`config.mk`:
```
export PLATFORM = sky130hd
export DESIGN_NAME = mc_control
export DESIGN_NICKNAME = d
export VERILOG_FILES = /design/src/rtl/mc_pkg.sv /design/src/rtl/mc_opclass.sv /design/src/rtl/mc_control.sv
export SDC_FILE = /design/constraint.sdc
export NUM_CORES = 1
export LEC_CHECK = 0
export CAP_MARGIN = 20
export CORE_MARGIN = 8
export CORE_UTILIZATION = 42
export CTS_CLUSTER_SIZE = 12
export DETAILED_ROUTE_END_ITERATION = 12
export PLACE_DENSITY_LB_ADDON = 0.2
export SLEW_MARGIN = 25
export SYNTH_ARGS = -nofsm -noshare
export SYNTH_HDL_FRONTEND = slang
export SYNTH_SLANG_ARGS = --single-unit
```
`constraint.sdc`:
```
create_clock -name clk_i -period 3.4 [get_ports clk_i]
set_clock_uncertainty 0.05 [all_clocks]
set_input_delay 0.85 -clock clk_i [delete_from_list [all_inputs] [get_ports clk_i]]
set_output_delay 0.85 -clock clk_i [all_outputs]
set_load 0.02 [all_outputs]
```
`src/rtl/mc_pkg.sv`:
```
// Shared encodings for the miniRV multi-cycle control: states, opcodes, opcode classes,
// next-PC selects and write-data selects.
package mc_pkg;

  typedef enum logic [2:0] {
    S_FETCH  = 3'd0,
    S_DECODE = 3'd1,
    S_EXEC   = 3'd2,
    S_MEM    = 3'd3,
    S_WB     = 3'd4,
    S_TRAP   = 3'd7
  } state_e;

  localparam logic [6:0] OPC_R      = 7'b0110011;
  localparam logic [6:0] OPC_I      = 7'b0010011;
  localparam logic [6:0] OPC_LOAD   = 7'b0000011;
  localparam logic [6:0] OPC_STORE  = 7'b0100011;
  localparam logic [6:0] OPC_BRANCH = 7'b1100011;
  localparam logic [6:0] OPC_JAL    = 7'b1101111;
  localparam logic [6:0] OPC_JALR   = 7'b1100111;
  localparam logic [6:0] OPC_LUI    = 7'b0110111;
  localparam logic [6:0] OPC_AUIPC  = 7'b0010111;

  typedef enum logic [3:0] {
    OC_R, OC_I, OC_LOAD, OC_STORE, OC_BRANCH,
    OC_JAL, OC_JALR, OC_LUI, OC_AUIPC, OC_ILLEGAL
  } opclass_e;

  localparam logic [1:0] NPC_PC4     = 2'b00;
  localparam logic [1:0] NPC_PC_IMM  = 2'b01;
  localparam logic [1:0] NPC_RS1_IMM = 2'b10;

  localparam logic [2:0] WD_ALU    = 3'd0;
  localparam logic [2:0] WD_PC4    = 3'd1;
  localparam logic [2:0] WD_DRAM   = 3'd2;
  localparam logic [2:0] WD_EXT    = 3'd3;
  localparam logic [2:0] WD_PC_IMM = 3'd4;

endpackage

```
`src/rtl/mc_opclass.sv`:
```
// Combinational opcode classifier: inst[6:0] to opcode class plus illegal flag.
// Kept standalone so the pipelined core can reuse the same decode.
module mc_opclass
  import mc_pkg::*;
(
  input  logic [6:0] i_opcode,
  output opclass_e   o_opclass,
  output logic       o_illegal
);

  always_comb begin
    o_opclass = OC_ILLEGAL;
    o_illegal = 1'b0;
    case (i_opcode)
      OPC_R:      o_opclass = OC_R;
      OPC_I:      o_opclass = OC_I;
      OPC_LOAD:   o_opclass = OC_LOAD;
      OPC_STORE:  o_opclass = OC_STORE;
      OPC_BRANCH: o_opclass = OC_BRANCH;
      OPC_JAL:    o_opclass = OC_JAL;
      OPC_JALR:   o_opclass = OC_JALR;
      OPC_LUI:    o_opclass = OC_LUI;
      OPC_AUIPC:  o_opclass = OC_AUIPC;
      default:    o_illegal = 1'b1;
    endcase
  end

endmodule

```
`src/rtl/mc_control.sv`:
```
// Multi-cycle FETCH/DECODE/EXEC/MEM/WB sequencer; memory stalls hold FETCH/MEM until ack or timeout trap.
// Optional MC_PERF_CNT_EN adds cycle_cnt_o/instret_o performance counters.
module mc_control #(
  parameter int ACK_TIMEOUT = 255
) (
  input  logic        clk_i,
  input  logic        rst_n_i,
  input  logic [31:0] inst_i,
  input  logic        br_taken_i,
  input  logic        mem_ack_i,
  output logic        mem_req_o,
  output logic        mem_addr_sel_o,
  output logic        mem_we_o,
  output logic        ir_we_o,
  output logic        pc_we_o,
  output logic [1:0]  npc_op_o,
  output logic        rf_we_o,
  output logic [2:0]  wd_sel_o,
  output logic        retire_o,
  output logic        err_o,
  output logic [2:0]  state_o
`ifdef MC_PERF_CNT_EN
  ,
  output logic [31:0] cycle_cnt_o,
  output logic [31:0] instret_o
`endif
);
  import mc_pkg::*;

  localparam int             CW      = $clog2(ACK_TIMEOUT + 1);
  localparam logic [CW-1:0]  TO_LAST = CW'(ACK_TIMEOUT - 1);

  state_e        r_state;
  state_e        w_next;
  logic [CW-1:0] r_cnt;
  opclass_e      w_opclass;
  logic          w_illegal;
  logic          w_unused;

  assign w_unused = ^inst_i[31:7];

  mc_opclass u_opclass (
    .i_opcode  (inst_i[6:0]),
    .o_opclass (w_opclass),
    .o_illegal (w_illegal)
  );

  // Everything is gated by rst_n_i so a reset cycle never fires a write, even mid-instruction.
  always_comb begin
    mem_req_o      = 1'b0;
    mem_addr_sel_o = 1'b0;
    mem_we_o       = 1'b0;
    ir_we_o        = 1'b0;
    pc_we_o        = 1'b0;
    npc_op_o       = NPC_PC4;
    rf_we_o        = 1'b0;
    wd_sel_o       = WD_ALU;
    retire_o       = 1'b0;
    err_o          = 1'b0;
    w_next         = r_state;
    if (rst_n_i) begin
      case (r_state)
        S_FETCH: begin
          mem_req_o = 1'b1;
          if (mem_ack_i) begin
            ir_we_o = 1'b1;
            w_next  = S_DECODE;
          end
        end
        S_DECODE: w_next = w_illegal ? S_TRAP : S_EXEC;
        S_EXEC: begin
          case (w_opclass)
            OC_BRANCH: begin
              pc_we_o  = 1'b1;
              npc_op_o = br_taken_i ? NPC_PC_IMM : NPC_PC4;
              retire_o = 1'b1;
              w_next   = S_FETCH;
            end
            OC_LOAD, OC_STORE: w_next = S_MEM;
            default:           w_next = S_WB;
          endcase
        end
        S_MEM: begin
          mem_req_o      = 1'b1;
          mem_addr_sel_o = 1'b1;
          mem_we_o       = (w_opclass == OC_STORE);
          if (mem_ack_i) begin
            if (w_opclass == OC_STORE) begin
              pc_we_o  = 1'b1;
              retire_o = 1'b1;
              w_next   = S_FETCH;
            end else begin
              w_next = S_WB;
            end
          end
        end
        S_WB: begin
          rf_we_o  = 1'b1;
          pc_we_o  = 1'b1;
          retire_o = 1'b1;
          w_next   = S_FETCH;
          case (w_opclass)
            OC_JAL:   begin wd_sel_o = WD_PC4; npc_op_o = NPC_PC_IMM;  end
            OC_JALR:  begin wd_sel_o = WD_PC4; npc_op_o = NPC_RS1_IMM; end
            OC_LOAD:  wd_sel_o = WD_DRAM;
            OC_LUI:   wd_sel_o = WD_EXT;
            OC_AUIPC: wd_sel_o = WD_PC_IMM;
            default:  wd_sel_o = WD_ALU;
          endcase
        end
        S_TRAP:  err_o  = 1'b1;
        default: w_next = S_TRAP;
      endcase
      // An ack in the final allowed cycle still wins, so only the unacked case traps.
      if (mem_req_o && !mem_ack_i && r_cnt == TO_LAST) w_next = S_TRAP;
    end
  end

  assign state_o = rst_n_i ? r_state : S_FETCH;

  always_ff @(posedge clk_i) begin
    if (!rst_n_i) begin
      r_state <= S_FETCH;
      r_cnt   <= '0;
    end else begin
      r_state <= w_next;
      if (mem_req_o && !mem_ack_i && w_next == r_state) r_cnt <= r_cnt + CW'(1);
      else                                               r_cnt <= '0;
    end
  end

`ifdef MC_PERF_CNT_EN
  logic [31:0] r_cycle_cnt;
  logic [31:0] r_instret;

  always_ff @(posedge clk_i) begin
    if (!rst_n_i) begin
      r_cycle_cnt <= '0;
      r_instret   <= '0;
    end else begin
      if (r_state != S_TRAP) r_cycle_cnt <= r_cycle_cnt + 32'd1;
      if (retire_o)          r_instret   <= r_instret + 32'd1;
    end
  end

  assign cycle_cnt_o = r_cycle_cnt;
  assign instret_o   = r_instret;
`endif

endmodule

```
=== Yosys cells after proc, flatten, opt, wreduce, memory -nomap -nowiden ===
Index checks and enable logic that the tools add are counted.

* Flip-flop bits (word level): 11
* Bits in latches: 0
* RAM bits: 0
* Memory bits (read-only): 0
* Memories: 0

* $add $sub $neg: 1
* $mul: 0
* Divide/modulo/power cells: 0
* $lt $le $gt $ge: 0
* Equal/unequal tests: 23
* Shift-type cells: 0
* Mux-type cells: 37
* Bitwise gates (word level): 0
* Reductions and logical operators: 11

{| class="wikitable"
|+ Operators with widths
! kind !! count
|-
| one-hot mux 4 bit (9 select lines) || 1
|-
| two-way mux 3 bit || 9
|-
| equality test 7 x 6 -> 1 bit (second input constant) || 3
|-
| equality test 7 bit (second input constant) || 3
|-
| two-way mux 1 bit || 20
|-
| one-hot mux 3 bit (6 select lines) || 1
|-
| equality test 4 x 3 -> 1 bit (second input constant) || 4
|-
| equality test 7 x 5 -> 1 bit (second input constant) || 2
|-
| one-hot mux 3 bit (4 select lines) || 1
|-
| OR reduction 9 bit || 1
|-
| adder 8 x 1 -> 8 bit (second input constant) || 1
|-
| equality test 4 x 2 -> 1 bit (second input constant) || 2
|-
| equality test 8 bit (second input constant) || 1
|-
| one-hot mux 2 bit (2 select lines) || 2
|-
| equality test 7 x 2 -> 1 bit (second input constant) || 1
|-
| equality test 3 x 2 -> 1 bit (second input constant) || 2
|-
| equality test 3 bit (second input constant) || 2
|-
| one-hot mux 3 bit (2 select lines) || 1
|-
| OR reduction 2 bit || 3
|-
| equality test 4 bit (second input constant) || 1
|-
| logical AND 1 bit || 4
|-
| equality test 3 x 1 -> 1 bit (second input constant) || 1
|-
| equality test 3 bit || 1
|-
| zero test 3 bit || 1
|-
| 4 further kinds || 4
|}

=== Longest topological paths before layout ===
* Depth after elaboration: 11
* Depth in mapped cells: 7
* Mapped depth without buffers: 7

=== Hierarchy ===
A second synthesis with hierarchy kept.

* Cells, all modules: 126
* Area, all modules: 1,017.2 sq um

{| class="wikitable"
|+ By module, submodules not included
! module !! instances !! cells each !! area each (sq um)
|-
| mc_control || 1 || 101 || 843.3
|-
| mc_opclass || 1 || 25 || 173.9
|}

=== Worst setup path after synthesis ===
OpenSTA, ideal clock, no wires.

* Kind: input to output
* From: in rst_n_i
* To: out retire_o
* Arrival: 2,366 ps
* Path slack: 134 ps
* Cell stages on the path: 6
* Path through: clkbuf_1 -> inv_1 -> nor4_1 -> nand2_1 -> o31ai_1 -> buf_4

* Cells in the longest elaborated chain, start to end: 1

{| class="wikitable"
|+ RTL lines
! what !! line !! text
|-
| from (decl) || mc_control.sv:7 || <nowiki>input logic rst_n_i,</nowiki>
|-
| two-way mux 1 bit || - ||
|-
| to (decl) || mc_control.sv:19 || <nowiki>output logic retire_o,</nowiki>
|}

Every way passes these cells.

=== Worst setup path after layout ===
* From: in inst_i[0]
* To: out npc_op_o[0]

* Cells in the longest elaborated chain, start to end: 6

{| class="wikitable"
|+ RTL lines
! what !! line !! text
|-
| from (decl) || mc_control.sv:8 || <nowiki>input logic [31:0] inst_i,</nowiki>
|-
| equality test 7 x 5 -> 1 bit (tied with other cells) || mc_opclass.sv:14 || <nowiki>case (i_opcode)</nowiki>
|-
| one-hot mux 4 bit (9 select lines) (*) || mc_opclass.sv:14 ||
|-
| equality test 4 x 3 -> 1 bit, on equally long branches || mc_control.sv:102, mc_control.sv:72 ||
|-
| one-hot mux 2 bit (2 select lines) or two-way mux 1 bit (tied branches) || mc_control.sv:102, mc_control.sv:72 ||
|-
| one-hot mux 2 bit (2 select lines) (*) || mc_control.sv:62 || <nowiki>case (r_state)</nowiki>
|-
| two-way mux 2 bit (*) || mc_control.sv:61 || <nowiki>if (rst_n_i) begin</nowiki>
|-
| to (decl) || mc_control.sv:16 || <nowiki>output logic [1:0] npc_op_o,</nowiki>
|}

Mark *: on every way between the ends. The rest lies on a longest branch, timed or not.

==> metrics.txt <==
placer congestion estimate=0.8639; root cell of the clock tree=clkbuf_4; Die Outline Area=0.004070 mm^2; total net switching power=0.0002553 W; worst path buffer plus inverter count=2; post-synthesis cell type count=38; MaxCap Viol Count=0; layout overhead on the synthesized area=56.84%; number of instances in the synthesized netlist=135; met1 Use GR=0.1417; # placed instances=209; main area contributors after synthesis=dfxtp_1 23%, nor2_1 8.6%, nand2_1 5.1%, xnor2_1 4.6%, nor3_1 4.2%; remaining antenna violation count after routing=0; most frequent cells after synthesis=22 x nor2_1, 13 x nand2_1, 11 x dfxtp_1; largest incremental delay on the critical path=0.48 ns; final hold slack=0.4181 ns; critical path peak fanout=2; startpoint-to-endpoint class of the critical path=input pin to output pin; type of origin of the critical path=input pin; number of nets in the layout=225; dpl ws=-0.5782 ns; height of the die=63.80 um; Post-Syn Nets=173; clock tree from TritonCTS=done; largest area contributor in the netlist=dfxtp_1; deepest clock path buffer count=2; DRC viols=0; remaining global-route overflow=0; Final Hold Fails=0; multiplexer share of the synthesized area=0.02347; antenna cells=0; Ys Warns=0; via count of the first global-routing pass=1122; leading register cell type out of synthesis=dfxtp_1; Static Leak=0.6960 nW; area share of fa/ha/maj cells after synthesis=0.02608; clock-pin slew of the registers on the worst-case setup and hold paths=0.06 ns; final core utilization=0.6870; register share of total power=0.275; fraction of power consumed by combinational cells=0.582; Avg Inst Size Synth=7.109 um^2; top cell family by delay on the critical path=buffers and inverters; main combinational cell family by area after synthesis=simple AND/OR/NAND/NOR gates; 1st-pass router iterations=4; slew at the pin closest to its max-slew limit=0.3469 ns; # setup viols final=0; maximum number of pins on one net before global-route repair=11; fraction of layout instances using a drive strength above 1=0.2957; number of core rows=17; power density over cell area=407.1 mW/mm^2; Non-Filler Instances=214; Worst Setup End Kind=output pin; Max Clk Rate=0.2954 GHz; data arrival time at the worst-slack endpoint=2.48 ns; Port Buffer Count=26; share of synthesized registers carrying an async set or reset=0; vias post-DR=1139; CP max stage cell=clkdlybuf4s50_1; via/cell ratio=5.322; Core Region=0.002191 mm^2; number of max-slew violations in the final report=0; hold buffer count at cts=0; global-route wire length before repair=4678 um; most frequently used cell type in the post-synthesis netlist=nor2_1; unrepaired setup endpoints after global routing=yes; HPWL after detailed placement=2262 um; met2 track demand over resource in global routing=0.2509; IR Drop Worst-Case VDD=0.4963 mV; H-tree depth=1; initial drt markers=47; post-route setup slack=0.01505 ns; total wirelength of the detailed-routed design=2948 um; clock sink count=11; count of flip-flops with a built-in enable after synthesis=0; mapped cell area=959.7 um^2; register area share after synthesis=0.2295; Tmin final=3.385 ns; met3 layer usage reported by global route=0.02613; area share of the largest cell type after synthesis=0.2295; clock latency reported for the late side of the worst-skew pair=0.27 ns; Initial Util=0.4380; share of the synthesized area in compound gates (AO/OA/AOI/OAI)=0.1512; Synth Area in Simple Gates=0.4237; I/O pin total=52; internal power consumption=0.0003576 W; GRT busiest layer=met2; total chip power=0.0006128 W; synthesized-area fraction occupied by xor and xnor cells=0.07301; flop and latch count out of synthesis=11; portion of the clock cycle consumed by the worst path in the final layout=0.9956; initial antenna violation count=0; share of total power consumed by net switching=0.4165; global router's overall resource usage=0.1369; worst hold path class=flop to flop; worst-path cell chain=clkdlybuf4s50_1 > nand2_1 > or2_2 > a31oi_2 > mux2_2 > nor2_2 > buf_4; critical path required time=2.50 ns; overall die width=63.80 um; routed length per instance=13.78 um; Num CTS Buffers=3; worst relative slew slack=0.7628; status=complete, no violations; clock network fraction of total power=0.143
registers in the layout (all words and copies together), names as in the netlist:
register  count
r_cnt         8
r_state       3
cells by family (layout without fill, tap and decap cells):
| kind of cell | Yosys count | in the layout |
|---|---|---|
| xor+xnor | 8 | 8 |
| buf+inv | 15 | 66 |
| compound gates | 19 | 19 |
| mux | 2 | 2 |
| flops | 11 | 11 |
| fa+ha+maj | 2 | 2 |
| simple gates | 78 | 78 |
worst register-to-register path, stage by stage, from the launching register on:
cell	delay, ns
dfxtp_1	0.33
inv_1	0.06
ha_1	0.14
nand4b_1	0.10
or3_1	0.39
a222oi_1	0.41
o21a_1	0.17
layout by cell type (no fill, tap or decap), drive strengths merged, types with 3 or more instances in the layout:
cell type	count
clkdlybuf4s50	9
dlygate4sd2	6
or3	4
nand2	13
nand2b	5
nor2b	5
dfxtp	11
xor2	3
clkbuf	5
nand3b	3
xnor2	5
buf	35
nor2	22
dlymetal6s2s	6
o21ai	4
nor3	8
inv	5
nand3	7
nand4	3
layout make-up:
type / instances / area (um^2)
multi-input cells: 109 / 721.9
fillers: 191 / 685.7
repair buffers: 57 / 483.0
flip-flops and latches: 11 / 220.2
well taps: 28 / 35.03
clock buffers: 4 / 26.28
inverters: 5 / 18.77
stage by stage:
stage / cell area [um^2] / setup TNS (ns)
after CTS: 1458 / -0.01990
after global placement: 1429 / -3.074
after global routing: 1505 / -0.02950
final: 1505 / 0
after detailed placement: 1429 / -3.289
after floorplan: 959.7 / 0
per-layer routing:
metal | vias up | wire [um]
li1 | 569 | -
met1 | 533 | 1247
met2 | 30 | 1505
met3 | 7 | 131
met4 | 0 | 63
met5 | - | 0
repair_timing:
action                                  CTS  global route
endpoints found under the setup margin    8             9
pin swaps                                 4             2
buffers inserted                          1             0
gates resized for setup                  31            16
final timing paths:
path | startpoint | to | slack, ns | cells past startpoint
hold / removal | r_cnt[0] | r_cnt[0] | 0.42 | 1
setup reg to reg | r_cnt[0] | r_state[0] | 1.69 | 6
hold reg to reg | r_cnt[0] | r_cnt[0] | 0.42 | 1
setup / recovery | inst_i[0] | npc_op_o[0] | 0.02 | 7
power by group through the flow:
| stage | clock network (W) | logic [W] | registers [W] |
|---|---|---|---|
| floorplan | 0 | 0.000230 | 0.000157 |
| global placement | 0 | 0.000343 | 0.000170 |
| detailed placement | 0 | 0.000349 | 0.000171 |
| CTS | 0.0000912 | 0.000348 | 0.000168 |
| global route | 0.0000928 | 0.000389 | 0.000172 |
| finish | 0.0000875 | 0.000357 | 0.000169 |
(Power assumes the default switching activity.)
